## src/rtl/signed_restoring_divider.sv

```systemverilog
// Signed restoring divider (two's complement, truncating toward zero).
//
// Operands are captured on the edge that accepts i_start. The divider
// converts them to magnitudes, runs DATA_WIDTH restoring iterations, and
// then applies the signs. The remainder takes the sign of the dividend.
//
// Ports:
//   i_clk          rising-edge clock
//   i_rst_n        asynchronous active-low reset (release is synchronized)
//   i_start        division request, sampled only in IDLE
//   i_dividend     signed dividend
//   i_divisor      signed divisor
//   o_quotient     signed quotient (held until the next SIGN state)
//   o_remainder    signed remainder (held until the next SIGN state)
//   o_busy         high in every state except IDLE
//   o_done         one-cycle pulse when the results are valid
//   o_div_by_zero  divisor was zero (valid with o_done)
//   o_overflow     most-negative / -1 (valid with o_done)
module signed_restoring_divider #(
  parameter int DATA_WIDTH = 4
) (
  input  logic                  i_clk,
  input  logic                  i_rst_n,
  input  logic                  i_start,
  input  logic [DATA_WIDTH-1:0] i_dividend,
  input  logic [DATA_WIDTH-1:0] i_divisor,
  output logic [DATA_WIDTH-1:0] o_quotient,
  output logic [DATA_WIDTH-1:0] o_remainder,
  output logic                  o_busy,
  output logic                  o_done,
  output logic                  o_div_by_zero,
  output logic                  o_overflow
);

  localparam int W  = DATA_WIDTH;
  localparam int CW = $clog2(W + 1);

  typedef enum logic [2:0] {
    S_IDLE,
    S_LOAD,
    S_ITER,
    S_SIGN,
    S_DONE
  } state_t;

  state_t         state_q, state_d;
  logic [1:0]     sync_q, sync_d;
  logic [W-1:0]   dvd_q, dvd_d;
  logic [W-1:0]   dvs_q, dvs_d;
  logic [W:0]     a_q, a_d;
  logic [W-1:0]   q_q, q_d;
  logic [W:0]     m_q, m_d;
  logic [CW-1:0]  cnt_q, cnt_d;
  logic [W-1:0]   quo_q, quo_d;
  logic [W-1:0]   rem_q, rem_d;
  logic           dz_q, dz_d;
  logic           ov_q, ov_d;
  logic           done_q, done_d;

  // Datapath helpers
  logic           dvd_neg, dvs_neg;
  logic [W-1:0]   abs_dvd, abs_dvs;
  logic [W:0]     a_sh;
  logic [W-1:0]   q_sh;
  logic [W+1:0]   diff;
  logic [W-1:0]   a_lo;

  always_comb begin
    dvd_neg = dvd_q[W-1];
    dvs_neg = dvs_q[W-1];
    // Magnitudes as unsigned W-bit values: the most-negative operand maps
    // to 2^(W-1), which still fits without loss.
    abs_dvd = dvd_neg ? (~dvd_q + 1'b1) : dvd_q;
    abs_dvs = dvs_neg ? (~dvs_q + 1'b1) : dvs_q;
    // Shift {A,Q} left by one. A < M <= 2^(W-1), so A's top bit is never lost.
    a_sh    = {a_q[W-1:0], q_q[W-1]};
    q_sh    = {q_q[W-2:0], 1'b0};
    // One extra bit so the sign of A_shifted - M is visible directly.
    diff    = {1'b0, a_sh} - {1'b0, m_q};
    a_lo    = a_q[W-1:0];
  end

  always_comb begin
    state_d = state_q;
    sync_d  = {sync_q[0], 1'b1};
    dvd_d   = dvd_q;
    dvs_d   = dvs_q;
    a_d     = a_q;
    q_d     = q_q;
    m_d     = m_q;
    cnt_d   = cnt_q;
    quo_d   = quo_q;
    rem_d   = rem_q;
    dz_d    = dz_q;
    ov_d    = ov_q;
    done_d  = (state_q == S_DONE);

    case (state_q)
      S_IDLE: begin
        // Starts are held off until the reset release has passed the
        // two-stage synchronizer.
        if (i_start && sync_q[1]) begin
          dvd_d   = i_dividend;
          dvs_d   = i_divisor;
          state_d = S_LOAD;
        end
      end
      S_LOAD: begin
        a_d     = '0;
        q_d     = abs_dvd;
        m_d     = {1'b0, abs_dvs};
        cnt_d   = '0;
        state_d = S_ITER;
      end
      S_ITER: begin
        if (!diff[W+1]) begin
          a_d = diff[W:0];
          q_d = {q_sh[W-1:1], 1'b1};
        end else begin
          a_d = a_sh;
          q_d = q_sh;
        end
        cnt_d = cnt_q + 1'b1;
        if (cnt_q == CW'(W - 1)) begin
          state_d = S_SIGN;
        end
      end
      S_SIGN: begin
        dz_d = (dvs_q == '0);
        ov_d = (dvd_q == {1'b1, {(W-1){1'b0}}}) && (dvs_q == '1);
        if (dvs_q == '0) begin
          quo_d = '1;
          rem_d = dvd_q;
        end else begin
          quo_d = (dvd_neg ^ dvs_neg) ? (~q_q + 1'b1) : q_q;
          rem_d = dvd_neg ? (~a_lo + 1'b1) : a_lo;
        end
        state_d = S_DONE;
      end
      S_DONE: begin
        state_d = S_IDLE;
      end
      default: begin
        state_d = S_IDLE;
      end
    endcase
  end

  always_ff @(posedge i_clk or negedge i_rst_n) begin
    if (!i_rst_n) begin
      state_q <= S_IDLE;
      sync_q  <= '0;
      dvd_q   <= '0;
      dvs_q   <= '0;
      a_q     <= '0;
      q_q     <= '0;
      m_q     <= '0;
      cnt_q   <= '0;
      quo_q   <= '0;
      rem_q   <= '0;
      dz_q    <= 1'b0;
      ov_q    <= 1'b0;
      done_q  <= 1'b0;
    end else begin
      state_q <= state_d;
      sync_q  <= sync_d;
      dvd_q   <= dvd_d;
      dvs_q   <= dvs_d;
      a_q     <= a_d;
      q_q     <= q_d;
      m_q     <= m_d;
      cnt_q   <= cnt_d;
      quo_q   <= quo_d;
      rem_q   <= rem_d;
      dz_q    <= dz_d;
      ov_q    <= ov_d;
      done_q  <= done_d;
    end
  end

  assign o_quotient    = quo_q;
  assign o_remainder   = rem_q;
  assign o_busy        = (state_q != S_IDLE);
  assign o_done        = done_q;
  assign o_div_by_zero = dz_q;
  assign o_overflow    = ov_q;

endmodule

```

## config.mk

```make
export PLATFORM = sky130hd
export DESIGN_NAME = signed_restoring_divider
export DESIGN_NICKNAME = d
export VERILOG_FILES = /design/src/rtl/signed_restoring_divider.sv
export SDC_FILE = /design/constraint.sdc
export NUM_CORES = 1
export LEC_CHECK = 0
export ABC_AREA = 1
export BUFFER_PORTS_ARGS = -buffer_cell sky130_fd_sc_hd__clkbuf_2
export CAP_MARGIN = 40
export CELL_PAD_IN_SITES_DETAIL_PLACEMENT = 1
export CELL_PAD_IN_SITES_GLOBAL_PLACEMENT = 2
export CORE_MARGIN = 3
export CORE_UTILIZATION = 37
export CTS_BUF_LIST = sky130_fd_sc_hd__clkbuf_16
export DETAILED_ROUTE_END_ITERATION = 8
export GPL_ROUTABILITY_DRIVEN = 0
export HOLD_SLACK_MARGIN = 0.08
export PLACE_DENSITY = 0.79
export SLEW_MARGIN = 5
export SYNTH_ARGS = -nofsm -noshare
export SYNTH_HDL_FRONTEND = slang
export SYNTH_SLANG_ARGS = --single-unit
```

## constraint.sdc

```tcl
create_clock -name i_clk -period 3.5 [get_ports i_clk]
set_clock_uncertainty 0.2 [all_clocks]
set_input_delay 0.35 -clock i_clk [delete_from_list [all_inputs] [get_ports i_clk]]
set_output_delay 0.35 -clock i_clk [all_outputs]
set_load 0.01 [all_outputs]
```

After elaboration in Yosys (flattened, before gate mapping) --
Index checks and enable logic that the tools add are counted.
Word-level totals: register bits 39, word-level logic and storage cells 55, output and inout bits 12
Cells by class: multiplexer cells 14, $add $sub $neg 6, eq/ne operators 9, reduce and logical (&&, ||, !) cells 8, bitwise gates (word level) 5
Operator list (number):
- 4-bit two-way mux | 7
- 4-bit by 1-bit adder with 4-bit output, second input constant | 4
- 4-bit inverter | 4
- 4-bit one-hot mux with 2 select lines | 2
- 3-bit one-hot mux with 4 select lines | 1
- 3-bit by 2-bit == test with 1-bit output, second input constant | 3
- 4-bit == test, second input constant | 2
- 3-bit two-way mux | 2
- 3-bit one-hot mux with 2 select lines | 1
- 5-bit by 4-bit subtractor with 6-bit output | 1
- 4-bit logical NOT | 1
- 2-bit != test, second input constant | 2
- 2-bit AND reduction | 2
- 3-bit by 1-bit adder with 3-bit output, second input constant | 1
- 3-bit by 1-bit == test with 1-bit output, second input constant | 1
- 3-bit == test, second input constant | 1
- 3-bit logical NOT | 1
- 3-bit nonzero test | 1
- 1-bit logical AND | 2
- 2-bit nonzero test | 1
- 1-bit two-way mux | 1
- 1-bit bitwise XOR | 1

Logic depth before layout (Yosys ltp) --
depth after elaboration 4, depth in mapped cells 9, gate-level depth less buffers 9

Least setup slack after synthesis --
Ideal clock, no wire load.
path kind reg-to-reg, start point reg q_q[3], end point reg a_q[2], stages on the path, launching flop included 9, data arrival time 1.323 ns, period minus slack after synthesis 1.640 ns, slack 1.860 ns, required time 3.182 ns, path through dfrtp_1 > inv_1 > ha_1 > inv_1 > fa_1 > xnor2_1 > nand2_1 > nand3_1 > nand2_1
On the way: cells in the longest elaborated chain, start to end 3
Ends and longest elaborated chain:
- start: declaration | line 51 | logic [W-1:0] q_q, q_d;
- start signal: assignment | line 170 | q_q <= q_d;
- 5-bit by 4-bit subtractor with 6-bit output | line 79 | diff = {1'b0, a_sh} - {1'b0, m_q};
- 4-bit two-way mux | line 116 | if (!diff[W+1]) begin
- 4-bit one-hot mux with 2 select lines | line 98 | case (state_q)
- end signal: assignment | line 155 | a_q <= '0;
- end signal: assignment | line 169 | a_q <= a_d;
- end: declaration | line 50 | logic [W:0] a_q, a_d;
No other way between the ends. A chain may end at the register's enable or synchronous reset.

Final worst setup path --
start point reg a_q[2], end point reg a_q[1]
On the way: cells in the longest elaborated chain, start to end 3
Ends and longest elaborated chain (line):
- 5-bit by 4-bit subtractor with 6-bit output | 79
- 4-bit two-way mux | 116
- 4-bit one-hot mux with 2 select lines | 98
No other way between the ends.

==> results.sh <==
export IMPL_synth_area_top_cells="dfrtp_1, nand2_1, ha_1, inv_1, nor2_1"
export IMPL_synth_async_reset_ratio_pct=100
export IMPL_cp_arrival_ns=1.79
export IMPL_final_area_um2=2360
export IMPL_cp_common_cell="nand3_1"
export IMPL_cp_required_ns=3.48
export IMPL_status="finished, final reports clean"
export IMPL_wl_per_cell_um=14.5
export IMPL_ys_seq_area_share_pct=49.4
export IMPL_critical_path_class="reg -> reg"
export IMPL_period_needed_ns=1.82
export IMPL_grt_pass1_vias=1728
export IMPL_drtIter0Drc=33
export IMPL_viasPerCell=5.00
export IMPL_cts_sinks=39
export IMPL_ys_ff_latch=39
export IMPL_met3_usage_pct=3.85
export IMPL_io_pins=23
export IMPL_yosys_top_cells_count="nand2_1, dfrtp_1, inv_1, nor2_1, nand3_1"
export IMPL_syn2layout_area_growth_pct=19.4
export IMPL_drtAntennaViolNets=0
export IMPL_final_max_slew_violation_count=0
export IMPL_drv_cap=0
export IMPL_static_leakage_power_uw=0.00121
export IMPL_clk_latency_ns=0.28
export IMPL_cts_max_path_buffers=2
export IMPL_setup_viol=0
export IMPL_syn_area_um2=1980
export IMPL_crit_chain="ha_1, inv_1, nor2_1, nand3_1, nand3_1, nand2_1, nand3_1, nand2_1"
export IMPL_synth_edff_count=0
export IMPL_drc=0
export IMPL_rsz0062_at_grt="false"
export IMPL_total_power_uw=2360
export IMPL_r2r_cells=8
export IMPL_period_share_pct=51.9
export IMPL_cts_root_buf="clkbuf_16"
export IMPL_max_vdd_ir_drop_uv=377
export IMPL_nNetsFinal=285
export IMPL_start_kind="register"
export IMPL_dp_cells=321
export IMPL_finalSetupTns_ns=0
export IMPL_portBuffers=22
export IMPL_hold_depth=3
export IMPL_fmax_mhz=550
export IMPL_htreeDepth=2
export IMPL_grt_busiest_layer="met2"
export IMPL_wl_mm=4.77
export IMPL_grt_overflow=0
export IMPL_vias=1649
export IMPL_hold_viol=0
export IMPL_die_h_um=79.1
export IMPL_hpwl_mm=3.67
export IMPL_die_area_um2=6260
export IMPL_use_met1_pct=23.7
export IMPL_synth_most_common_cell="nand2_1"
export IMPL_yosysTopAreaCell="dfrtp_1"
export IMPL_postSynthCellCount=232
export IMPL_max_stage_delay_ns=0.45
export IMPL_drive_gt1_share_pct=14.4
export IMPL_clk_pin_slew_worst_paths_ns=0.06
export IMPL_syn_area_per_cell_um2=8.52
export IMPL_synth_fp_nets=255
export IMPL_gr_usage_met2_pct=28.3
export IMPL_p_per_area_nw_per_um2=1000
export IMPL_synth_ff_type="dfrtp_1"
export IMPL_dpl_cell_area_um2=2190
export IMPL_num_rows=25
export IMPL_holdCritPathClass="in -> reg"
export IMPL_grt_antenna_before_repair=0
export IMPL_cp_max_fo=6
export IMPL_cts_buffers=5
export IMPL_track_usage_pct=18.0
export IMPL_grt_pass1_wl_mm=8.58
export IMPL_drtPass1Iterations=4
export IMPL_n_antenna_cell=0
export IMPL_synth_top_area_share_pct=49.4
export IMPL_final_cells=330
export IMPL_cts_tree="done"
export IMPL_grt_max_degree=25
export IMPL_ys_types=29
export IMPL_initial_core_util_pct=40.0
export IMPL_die_width_um=79.1
export IMPL_crit_path_end_kind="register"
export IMPL_yosysWarnings=0
export IMPL_coreArea_um2=4940
export IMPL_critical_path_slowest_cell="dfrtp_1"
==> worst paths after layout <==
path | slack (ns) | from | endpoint
max reg2reg | 1.68 | a_q[2] | a_q[1]
min | 0.11 | i_divisor[1] | dvs_q[1]
min reg2reg | 0.17 | sync_q[0] | sync_q[1]
max | 1.68 | a_q[2] | a_q[1]
min in group asynchronous | 0.35 | i_rst_n | sync_q[1]
max in group asynchronous | 2.26 | i_rst_n | a_q[3]
==> sequential cells by signal, indices dropped and copies added, names as in the netlist, 2 cells and up <==
register and count:
a_q 4, cnt_q 3, dvd_q 4, dvs_q 4, m_q 4, o_quotient 4, o_remainder 4, q_q 4
state_q 3, sync_q 2
==> stage by stage <==
stage | utilization, % | setup slack [ns] | hold slack, ns
floorplan | - | 1.86 | -0.146
global placement | 43.8 | 1.70 | 0.132
detailed placement | 44.2 | 1.70 | 0.118
CTS | 47.7 | 1.67 | 0.112
global route | 47.7 | 1.50 | 0.134
finish | 47.7 | 1.68 | 0.113
==> metal layers <==
| layer | wire length [um] | vias up | part of all wire, % |
|---|---|---|---|
| met3 | 145 | 10 | 3.0 |
| met5 | 0 | - | 0 |
| met2 | 2200 | 26 | 46 |
| met1 | 2320 | 786 | 49 |
| li1 | - | 827 | - |
| met4 | 113 | 0 | 2.4 |
==> layout by cell type, fill, tap and decap left out, types with 2 or more instances in the layout <==
master,Yosys,final
nand2_1,49,49
dfrtp_1,39,39
inv_1,33,33
nor2_1,23,23
clkbuf_2,0,22
nand3_1,16,16
a21oi_1,13,13
ha_1,11,11
o21ai_0,7,7
nor3_1,6,6
clkbuf_16,0,5
nand4_1,4,4
o211ai_1,3,3
o22ai_1,3,3
o221ai_1,3,3
a31oi_1,3,3
o21ai_1,3,3
nand3_2,2,2
inv_2,2,2
==> final cells by class <==
type | count | area [um2]
clock inverters | 3 | 38.8
clock buffers | 5 | 125
inverters | 35 | 131
fillers | 615 | 2580
flip-flops and latches | 39 | 976
repair buffers | 24 | 140
well taps | 67 | 83.8
multi-input cells | 157 | 865
==> where the power goes <==
group          total (uW)  leakage (uW)  switching [uW]  internal, uW
registers             772      0.000471             132           640
clock network         515     0.0000812             182           332
logic                1070      0.000663             685           386
total                2360       0.00121            1000          1360
==> critical path, delay by kind of cell (launching register included) <==
kind / cells / cell delay, ns
flip-flops: 1 / 0.45
buffers and inverters: 1 / 0.05
adder cells (fa/ha/maj): 1 / 0.36
AND/OR/NAND/NOR: 6 / 0.66
==> what timing repair did <==
item,in CTS,in global routing
setup endpoints to repair,0,0
resized for setup,0,0
hold buffers,1,0
setup buffers,0,0
endpoints found under the hold margin,15,0
==> cells by family after synthesis <==
kind of cell / share of synthesized area [%]
simple gates: 23.7
flops: 49.4
compound gates: 11.0
buf+inv: 6.90
fa+ha+maj: 7.97
xor+xnor: 0.886
other cells: 0.190
Power figures use the tool's default switching activity.
